$ cat src/rtl/wb_pdm_ctrl.sv
// wb_pdm_ctrl: Wishbone B4 pipelined slave sequencing PDM level ramps.
// Define WB_PDM_CTRL_IRQ_EN to enable the DONE flag and settle interrupt.
module wb_pdm_ctrl #(
   parameter int CHANNELS        = 4,
   parameter int BIT_RESOLUTION  = 8,
   parameter int PRESCALER_WIDTH = 16
) (
   input  logic                               wb_clk_i,
   input  logic                               wb_rst_ni,
   input  logic                               wb_cyc_i,
   input  logic                               wb_stb_i,
   input  logic                               wb_we_i,
   input  logic [3:0]                         wb_adr_i,
   input  logic [31:0]                        wb_dat_i,
   output logic [31:0]                        wb_dat_o,
   output logic                               wb_ack_o,
   output logic                               wb_stall_o,
   output logic [CHANNELS*BIT_RESOLUTION-1:0] pdm_dat_o,
   output logic [CHANNELS-1:0]                pdm_stb_o,
   output logic                               irq_o
);
   localparam int BR = BIT_RESOLUTION;
   localparam int PW = PRESCALER_WIDTH;
   localparam int IW = (CHANNELS > 1) ? $clog2(CHANNELS) : 1;
   localparam logic [IW-1:0] LAST = IW'(CHANNELS - 1);

   localparam logic [0:0] S_IDLE  = 1'b0;
   localparam logic [0:0] S_SWEEP = 1'b1;

   localparam logic [3:0] A_CTRL = 4'd8;
   localparam logic [3:0] A_PRE  = 4'd9;
   localparam logic [3:0] A_STEP = 4'd10;
   localparam logic [3:0] A_STAT = 4'd11;

   logic [BR-1:0]       tgt_q [CHANNELS];
   logic [BR-1:0]       tgt_d [CHANNELS];
   logic [BR-1:0]       cur_q [CHANNELS];
   logic [BR-1:0]       cur_d [CHANNELS];
   logic                en_q, en_d;
   logic [PW-1:0]       pre_q, pre_d;
   logic [PW-1:0]       cnt_q, cnt_d;
   logic [BR-1:0]       step_q, step_d;
   logic [IW-1:0]       idx_q, idx_d;
   logic [0:0]          state_q, state_d;
   logic                ack_q, ack_d;
   logic [31:0]         dat_q, dat_d;
   logic [CHANNELS-1:0] stb_q, stb_d;
   logic [CHANNELS-1:0] busy;
   logic [31:0]         rdata;
   logic                strobe, wr;

   logic [BR-1:0]        ck, tk, nk;
   logic [BR:0]          sum;
   logic signed [BR+1:0] diff;

`ifdef WB_PDM_CTRL_IRQ_EN
   logic                ie_q, ie_d;
   logic                done_q, done_d;
   logic                fired_q, fired_d;
   logic                sweep_end;
   logic [CHANNELS-1:0] busy_nxt;
`else
   logic ie_q, done_q;
   assign ie_q   = 1'b0;
   assign done_q = 1'b0;
`endif

   logic unused_dat;
   assign unused_dat = ^wb_dat_i;

   assign strobe     = wb_cyc_i & wb_stb_i;
   assign wr         = strobe & wb_we_i;
   assign wb_stall_o = 1'b0;
   assign wb_ack_o   = ack_q;
   assign wb_dat_o   = dat_q;
   assign pdm_stb_o  = stb_q;
   assign irq_o      = done_q & ie_q;

   always_comb begin
      for (int i = 0; i < CHANNELS; i++) begin
         busy[i] = (cur_q[i] != tgt_q[i]);
         pdm_dat_o[i*BR +: BR] = cur_q[i];
      end
   end

   always_comb begin
      rdata = '0;
      for (int i = 0; i < CHANNELS; i++) begin
         if (wb_adr_i == 4'(i)) rdata[BR-1:0] = tgt_q[i];
      end
      case (wb_adr_i)
         A_CTRL: rdata[1:0] = {ie_q, en_q};
         A_PRE:  rdata[PW-1:0] = pre_q;
         A_STEP: rdata[BR-1:0] = step_q;
         A_STAT: begin
            rdata[CHANNELS-1:0] = busy;
            rdata[31] = done_q;
         end
         default: ;
      endcase
   end

   always_comb begin
      tgt_d   = tgt_q;
      cur_d   = cur_q;
      en_d    = en_q;
      pre_d   = pre_q;
      cnt_d   = cnt_q;
      step_d  = step_q;
      idx_d   = idx_q;
      state_d = state_q;
      ack_d   = strobe;
      dat_d   = (strobe && !wb_we_i) ? rdata : '0;
      stb_d   = '0;

      if (wr) begin
         for (int i = 0; i < CHANNELS; i++) begin
            if (wb_adr_i == 4'(i)) tgt_d[i] = wb_dat_i[BR-1:0];
         end
         if (wb_adr_i == A_CTRL) en_d = wb_dat_i[0];
         if (wb_adr_i == A_PRE) pre_d = wb_dat_i[PW-1:0];
         if (wb_adr_i == A_STEP) step_d = wb_dat_i[BR-1:0];
      end

      // target is taken after the bus write so a same-edge write is honoured
      ck   = cur_q[idx_q];
      tk   = tgt_d[idx_q];
      sum  = {1'b0, ck} + {1'b0, step_q};
      diff = $signed({2'b00, ck}) - $signed({2'b00, step_q});
      if (step_q == '0) begin
         nk = tk;
      end else if (ck < tk) begin
         nk = (sum > {1'b0, tk}) ? tk : sum[BR-1:0];
      end else begin
         nk = (diff < $signed({2'b00, tk})) ? tk : diff[BR-1:0];
      end

      unique case (state_q)
         S_IDLE: begin
            if (en_q) begin
               if (cnt_q == '0) begin
                  cnt_d   = pre_q;
                  idx_d   = '0;
                  state_d = S_SWEEP;
               end else begin
                  cnt_d = cnt_q - PW'(1);
               end
            end
         end
         S_SWEEP: begin
            if (ck != tk) begin
               cur_d[idx_q] = nk;
               stb_d[idx_q] = 1'b1;
            end
            if (idx_q == LAST) begin
               idx_d   = '0;
               state_d = S_IDLE;
            end else begin
               idx_d = idx_q + IW'(1);
            end
         end
      endcase
   end

   always_ff @(posedge wb_clk_i) begin
      if (!wb_rst_ni) begin
         for (int i = 0; i < CHANNELS; i++) begin
            tgt_q[i] <= '0;
            cur_q[i] <= '0;
         end
         en_q    <= 1'b0;
         pre_q   <= '0;
         cnt_q   <= '0;
         step_q  <= '0;
         idx_q   <= '0;
         state_q <= S_IDLE;
         ack_q   <= 1'b0;
         dat_q   <= '0;
         stb_q   <= '0;
      end else begin
         tgt_q   <= tgt_d;
         cur_q   <= cur_d;
         en_q    <= en_d;
         pre_q   <= pre_d;
         cnt_q   <= cnt_d;
         step_q  <= step_d;
         idx_q   <= idx_d;
         state_q <= state_d;
         ack_q   <= ack_d;
         dat_q   <= dat_d;
         stb_q   <= stb_d;
      end
   end

`ifdef WB_PDM_CTRL_IRQ_EN
   always_comb begin
      ie_d      = ie_q;
      done_d    = done_q;
      fired_d   = fired_q | (|stb_d);
      sweep_end = (state_q == S_SWEEP) && (idx_q == LAST);
      for (int i = 0; i < CHANNELS; i++) begin
         busy_nxt[i] = (cur_d[i] != tgt_d[i]);
      end
      if (wr && wb_adr_i == A_CTRL) ie_d = wb_dat_i[1];
      if (wr && wb_adr_i == A_STAT && wb_dat_i[31]) done_d = 1'b0;
      // a settling sweep beats a simultaneous clear
      if (sweep_end) begin
         if (fired_d && busy_nxt == '0) done_d = 1'b1;
         fired_d = 1'b0;
      end
   end

   always_ff @(posedge wb_clk_i) begin
      if (!wb_rst_ni) begin
         ie_q    <= 1'b0;
         done_q  <= 1'b0;
         fired_q <= 1'b0;
      end else begin
         ie_q    <= ie_d;
         done_q  <= done_d;
         fired_q <= fired_d;
      end
   end
`endif

endmodule

$ cat config.mk
export PLATFORM = sky130hd
export DESIGN_NAME = wb_pdm_ctrl
export DESIGN_NICKNAME = d
export VERILOG_FILES = /design/src/rtl/wb_pdm_ctrl.sv
export SDC_FILE = /design/constraint.sdc
export NUM_CORES = 1
export LEC_CHECK = 0
export BUFFER_PORTS_ARGS = -buffer_cell sky130_fd_sc_hd__buf_2
export CELL_PAD_IN_SITES_DETAIL_PLACEMENT = 1
export CELL_PAD_IN_SITES_GLOBAL_PLACEMENT = 1
export CORE_MARGIN = 1.5
export CORE_UTILIZATION = 47
export DETAILED_ROUTE_END_ITERATION = 7
export PLACE_DENSITY_LB_ADDON = 0.1
export SLEW_MARGIN = 20
export SYNTH_ARGS = -nofsm -noshare
export SYNTH_HDL_FRONTEND = slang
export SYNTH_SLANG_ARGS = --single-unit
export TNS_END_PERCENT = 5
$ cat constraint.sdc
create_clock -name wb_clk_i -period 10.85 [get_ports wb_clk_i]
set_input_delay 0.5425 -clock wb_clk_i [delete_from_list [all_inputs] [get_ports wb_clk_i]]
set_output_delay 0.5425 -clock wb_clk_i [all_outputs]
set_load 0.005 [all_outputs]
==> Word level (Yosys, flattened, before mapping) <==
Index checks and enable logic that the tools add are counted.
Widths: inputs -> output; s select.
{ "word_totals": {"register_bits": 145, "output_inout_bits": 71, "word_cells": 101, "input_bits": 41} }
{ "classes": {"addsub": 4, "magnitude_cmp": 7, "mux": 36, "n_eq_ne": 15, "reduce_logical": 16, "bitwise_logic": 4} }
{ "op_table": {"columns": ["op", "n"], "rows": [
  ["$mux 8", 17],
  ["$ne 8x8->1", 5],
  ["$bmux 8 s2", 2],
  ["$bwmux 32", 1],
  ["$mux 32", 1],
  ["$demux 8 s2", 1],
  ["$eq 4x4->1 const B", 4],
  ["$logic_not 16->1", 1],
  ["$mux 16", 1],
  ["$sub 16x1->16 const B", 1],
  ["$reduce_and 2->1", 7],
  ["$add 8x8->9", 1],
  ["$gt 9x8->1", 1],
  ["$lt 9x9->1", 1],
  ["$sub 8x8->9", 1],
  ["$eq 4x2->1 const B", 2],
  ["$logic_not 8->1", 1],
  ["$lt 8x8->1", 1],
  ["$pmux 2 s4", 1],
  ["$pmux 4 s2", 1],
  ["$mux 2", 3],
  ["$pmux 2 s3", 1],
  ["$reduce_and 3->1", 2],
  ["$eq 4x1->1 const B", 1],
  ["17 further kinds", 24]
]} }

==> Longest topological paths before layout <==
{ "logic_depth": {"ltp_word": 11, "ltp_mapped": 19, "ltp_nobuf": 17} }

==> Worst setup path after synthesis <==
OpenSTA, ideal clock, no wires.
{ "synth_path": {"path_type": "reg2reg", "startpoint": "register idx_q[1]", "endpoint": "register cur_q, in the netlist pdm_dat_o[10]", "setup_time_ns": 0.101, "slack_ns": 6.197, "path_stages_with_launch": 18, "synth_period_minus_slack_ns": 4.653, "required_time_ns": 10.749, "path_buffers": 3, "t_arrival_ns": 4.552, "path_cell_list": "dfxtp_1 > clkbuf_1 > clkbuf_1 > mux4_2 > ha_1 > clkbuf_1 > a21oi_1 > o31a_1 > or3_1 > nand2_1 > ha_1 > o21ai_0 > nor2_1 > o31a_1 > o22a_1 > or2_2 > and3_4 > o41ai_1"} }
{ "synth_between": {"elab_chain_cells": 10, "elab_cells_between_ends": 24, "cone_classes": "add/sub (2); order compare (5); eq/ne (1); mux (13); bitwise (1); reduce/logical (2)"} }
{ "synth_lines": {"columns": ["element", "line_no", "rtl"], "rows": [
  ["from (decl)", "43", "logic [IW-1:0] idx_q, idx_d;"],
  ["from (signal assigned)", "187", "idx_q <= idx_d;"],
  ["$not 2->3 (implied by the code) *", "126, 127, 152", null],
  ["$bmux 8 s2", "126", "ck = cur_q[idx_q];"],
  ["$mux 8 (implied by the code) (2 in a row)", "126", null],
  ["$sub 8x8->9 / $add 8x8->9 (equally long branches)", "129, 128", null],
  ["$lt 9x9->1 / $gt 9x8->1 (equally long branches)", "135, 133", null],
  ["$mux 8, on equally long branches", "135, 133", null],
  ["$mux 8", "132", "end else if (ck < tk) begin"],
  ["$mux 8", "130", "if (step_q == '0) begin"],
  ["$bwmux 32", "152", "cur_d[idx_q] = nk;"],
  ["to (signal assigned)", "182", "cur_q <= cur_d;"],
  ["to (decl)", "37", "logic [BR-1:0] cur_q [CHANNELS];"]
]} }
Mark *: on every way between the ends. The rest lies on a longest branch, timed or not. The select of a mux whose other input is x is not followed.
A chain may end at the register's enable or synchronous reset.

==> Worst setup path after layout <==
{ "layout_path": {"startpoint": "register idx_q[0]", "endpoint": "register cur_q, in the netlist pdm_dat_o[7]"} }
The elaborated chain is that of the path after synthesis.

==> impl_metrics.yaml <==
outcome:
  outcome: "finished clean"
routing:
  drt-total-wl_um: 27310
  first_pass_iters: 5
  via_count: 7288
  vias_per_cell: 6.166
  ant_nets: 0
  drtIter0Drc: 505
  drc: 0
  wl_per_cell_um: 23.10
timing:
  hold_viol: 0
  hold_ws_ns: 0.3624
  rsz0062_at_grt: "no"
  setup_tns_ns: 0
  fin_crit_sh_pct: 51.09
  setup_viol: 0
  period_needed_ns: 5.544
  fmax_mhz: 180.4
  finClkSkew_ns: 0.007371
  worst_slew_pin_slew_ns: 1.101
  worst_slack_ns: 5.306
  drv_slew: 0
  relSlewSlack_pct: 26.43
placed_design:
  post-place-ws_ns: 5.491
  dp_hpwl_um: 19980
  portBuffers: 77
  gp_congestion: 0.8797
cells_and_area:
  drive_gt1_share_pct: 15.07
  filler_cell_count: 1972
  fin_nets: 1040
  multiInputGateArea_mm2: 0.004871
  diodes: 0
  synthToLayoutAreaGrowth_pct: 13.29
  regArea_mm2: 0.002582
pwr:
  power_switching_uw: 269.6
  power_frac_clock_pct: 54.4
  p_seq_share_pct: 40.8
  total_power_mw: 1.168
  p_per_area_mw_per_mm2: 131.0
  switching_share_pct: 23.08
  p_leak_nw: 3.758
  peakVddDrop_mv: 0.1129
  internal_power_uw: 898.8
  combinationalPowerShare_pct: 4.9
worst_setup_path:
  start_kind: "register"
  crit_required_ns: 11.12
  worstPathMaxFanout: 14
  r2r_setup_slack_ns: 5.31
  reg2reg_depth: 17
  rr_startpoint: "idx_q[0]$_SDFFE_PN0P_"
  cp_data_arrival_time_ns: 5.82
  reg2reg_to: "pdm_dat_o[7]$_SDFFE_PN0P_"
  end_kind: "register"
  crit_chain: "mux4_2, inv_1, ha_1, inv_1, fa_1, a211oi_1, o21bai_1, a21oi_1, xor2_1, inv_1, ha_1, and3_1, o21ai_0, a22o_1, a211oi_4, a2bb2oi_1, a31oi_1"
  crit_buf_inv: 3
  cp_slowest_cell: "dfxtp_1"
  path_delay_family: "compound AO/OA/AOI/OAI gates"
  worst-setup-path-type: "reg -> reg"
  critical_path.most_common_cell: "inv_1"
  slowest_delay_ns: 0.86
min_path:
  min_to: "pre_q[13]$_SDFFE_PN0P_"
  min_path_cells: 3
  min_path_type: "in -> reg"
  hold_path.startpoint: "wb_dat_i[13]"
synth:
  yosys.area.top_type: "dfxtp_1"
  yosys.area.top_type_share_pct: 32.80
  async_flop_share_pct: 0
  synthAdderAreaFrac_pct: 7.978
  yosys.area_share.simple_pct: 19.69
  muxShareOfSynthArea_pct: 9.377
  synth-compound-area-share_pct: 19.52
  synthCells: 901
  synth_seq_cells: 129
  synth_area_mm2: 0.007873
  synth_top_family_by_area: "simple AND/OR/NAND/NOR gates"
  synth_edf_count: 0
  ys_warn_count: 0
  synth-xor-area-share_pct: 4.450
  ys.flop_type: "dfxtp_1"
  synth_cell_types: 73
  ys_top_cells_by_area: "dfxtp_1 33%, ha_1 7.5%, mux2i_1 5.1%, mux4_2 4.3%, o21ai_0 4.3%"
  ys_seq_area_share_pct: 32.80
  syn_avg_cell_area_um2: 8.738
floorplanning:
  core_mm2: 0.01647
  start_util_pct: 47.81
  die-area_mm2: 0.01754
  die_y_um: 132.4
  rows: 47
  die_w_um: 132.4
  io_pins: 112
clock_tree:
  cts-buffers-inserted: 17
  post_cts_resized: 0
  post_cts_buffers: 0
  insertion_delay_ns: 0.43
  cts_root_buf: "clkbuf_16"
  clockBufferDepth: 2
  holdBufCountCts: 0
  clock_sinks: 129
  cts_tree: "built"
  clk_pin_slew_ns: 0.06
  htreeDepth: 4
global_routing:
  grt_start_max_net_pins: 114
  use_met2_pct: 55.00
  grt_pass1_wl_um: 43010
  gr-usage-met3_pct: 4.559
  use_met1_pct: 40.16
  grt_pass1_vias: 7648
  antenna_found_initial: 1
  top_usage_layer: "met2"
  grt.total_usage_pct: 31.77
  gr-total-overflow: 0
flow_run:
  drv_cap: 0
[worst max path at each step]
stage | startpoint | end | slack (ns) | depth (start not counted)
global route | idx_q[0]$_SDFFE_PN0P_ | pdm_dat_o[7]$_SDFFE_PN0P_ | 5.07 | 17
floorplan | idx_q[1]$_SDFFE_PN0P_ | pdm_dat_o[10]$_SDFFE_PN0P_ | 6.20 | 17
global placement | idx_q[0]$_SDFFE_PN0P_ | pdm_dat_o[31]$_SDFFE_PN0P_ | 5.61 | 17
CTS | idx_q[0]$_SDFFE_PN0P_ | pdm_dat_o[7]$_SDFFE_PN0P_ | 5.43 | 17
detailed placement | idx_q[0]$_SDFFE_PN0P_ | pdm_dat_o[15]$_SDFFE_PN0P_ | 5.49 | 17
finish | idx_q[0]$_SDFFE_PN0P_ | pdm_dat_o[7]$_SDFFE_PN0P_ | 5.31 | 17
[final cells by class]
class / instances / share of cell area [%]
Clock inverter: 10 / 1.936
Timing Repair Buffer: 81 / 4.658
Sequential cell: 129 / 28.96
Clock buffer: 21 / 5.275
Tap cell: 220 / 3.086
Multi-Input combinational cell: 686 / 54.62
Inverter: 35 / 1.473
[metal layers]
metal  wire length [µm]  vias to the layer above  part of all wire (%)
met5                 17                        -                 0.062
met4                885                        2                   3.2
met3               1369                       75                   5.0
met2              13200                      289                    48
met1              11840                     3616                    43
li1                   -                     3306                     -
[worst register-to-register path, cell delays in order, from the launching register on]
cell	delay, ns
dfxtp_1	0.86
mux4_2	0.67
inv_1	0.11
ha_1	0.21
inv_1	0.07
fa_1	0.43
a211oi_1	0.26
o21bai_1	0.13
a21oi_1	0.29
xor2_1	0.24
inv_1	0.08
ha_1	0.29
and3_1	0.17
o21ai_0	0.08
a22o_1	0.26
a211oi_4	0.48
a2bb2oi_1	0.55
a31oi_1	0.20
[sequential cells by signal, summed over array words and instances (netlist names)]
register	cells
pre_q	16
wb_dat_o	16
pdm_dat_o	32
tgt_q	32
step_q	8
pdm_stb_o	4
en_q	1
state_q	1
idx_q	2
cnt_q	16
wb_ack_o	1
[cell usage after synthesis (15+ instances only)]
cell type / number
xor2_1: 36
inv_1: 34
a21boi_0: 18
buf_4: 19
mux2i_1: 40
dfxtp_1: 129
a21oi_1: 47
mux4_2: 15
o21ai_0: 67
a31oi_1: 27
and2_1: 20
nand3_1: 20
nor2b_1: 41
nand2_1: 77
nor2_1: 46
ha_1: 47
clkbuf_1: 43
a22oi_1: 15
[cells by family (layout without fill, tap and decap cells)]
group / after synthesis / after routing
flip-flops: 129 / 129
adder cells (fa/ha/maj): 49 / 49
other: 1 / 18
XOR/XNOR: 40 / 40
buffers and inverters: 103 / 147
AND/OR/NAND/NOR: 286 / 286
multiplexers: 55 / 55
AO/OA/AOI/OAI: 238 / 238
[power by group through the flow]
stage	Combinational, mW	Clock [mW]	Sequential (mW)
5_1_grt	0.0612	0.657	0.476
6_report	0.0569	0.635	0.476
2_1_floorplan	0.0424	0	0.486
3_3_place_gp	0.0528	0	0.487
4_1_cts	0.0557	0.638	0.476
3_5_place_dp	0.0549	0	0.487
[placed cells by master, fill, tap and decap left out, types with 6 or more instances in the layout]
cell type and count:
dfxtp_1 129, nand2_1 77, buf_2 77, o21ai_0 67, a21oi_1 47, ha_1 47
nor2_1 46, nor2b_1 41, mux2i_1 40, xor2_1 36, inv_1 34, a31oi_1 27
nand3_1 20, and2_1 20, a21boi_0 18, conb_1 18, clkbuf_16 17, mux4_2 15
a22oi_1 15, nor4_1 14, nor3_1 12, nand2b_1 9, o41ai_1 9, or3_1 8
nand4_1 8, a21boi_1 8, a211oi_1 7, and3_1 6, a22o_1 6
[stage by stage]
stage	util, %	area, µm²	cells
5_1_grt	54.16	8919	1182
6_report	54.16	8919	1182
3_5_place_dp	50.26	8275	1151
4_1_cts	54.16	8919	1182
2_1_floorplan	-	7936	918
3_3_place_gp	50.26	8275	1151
Note: power is estimated with default switching activity, not from simulation.
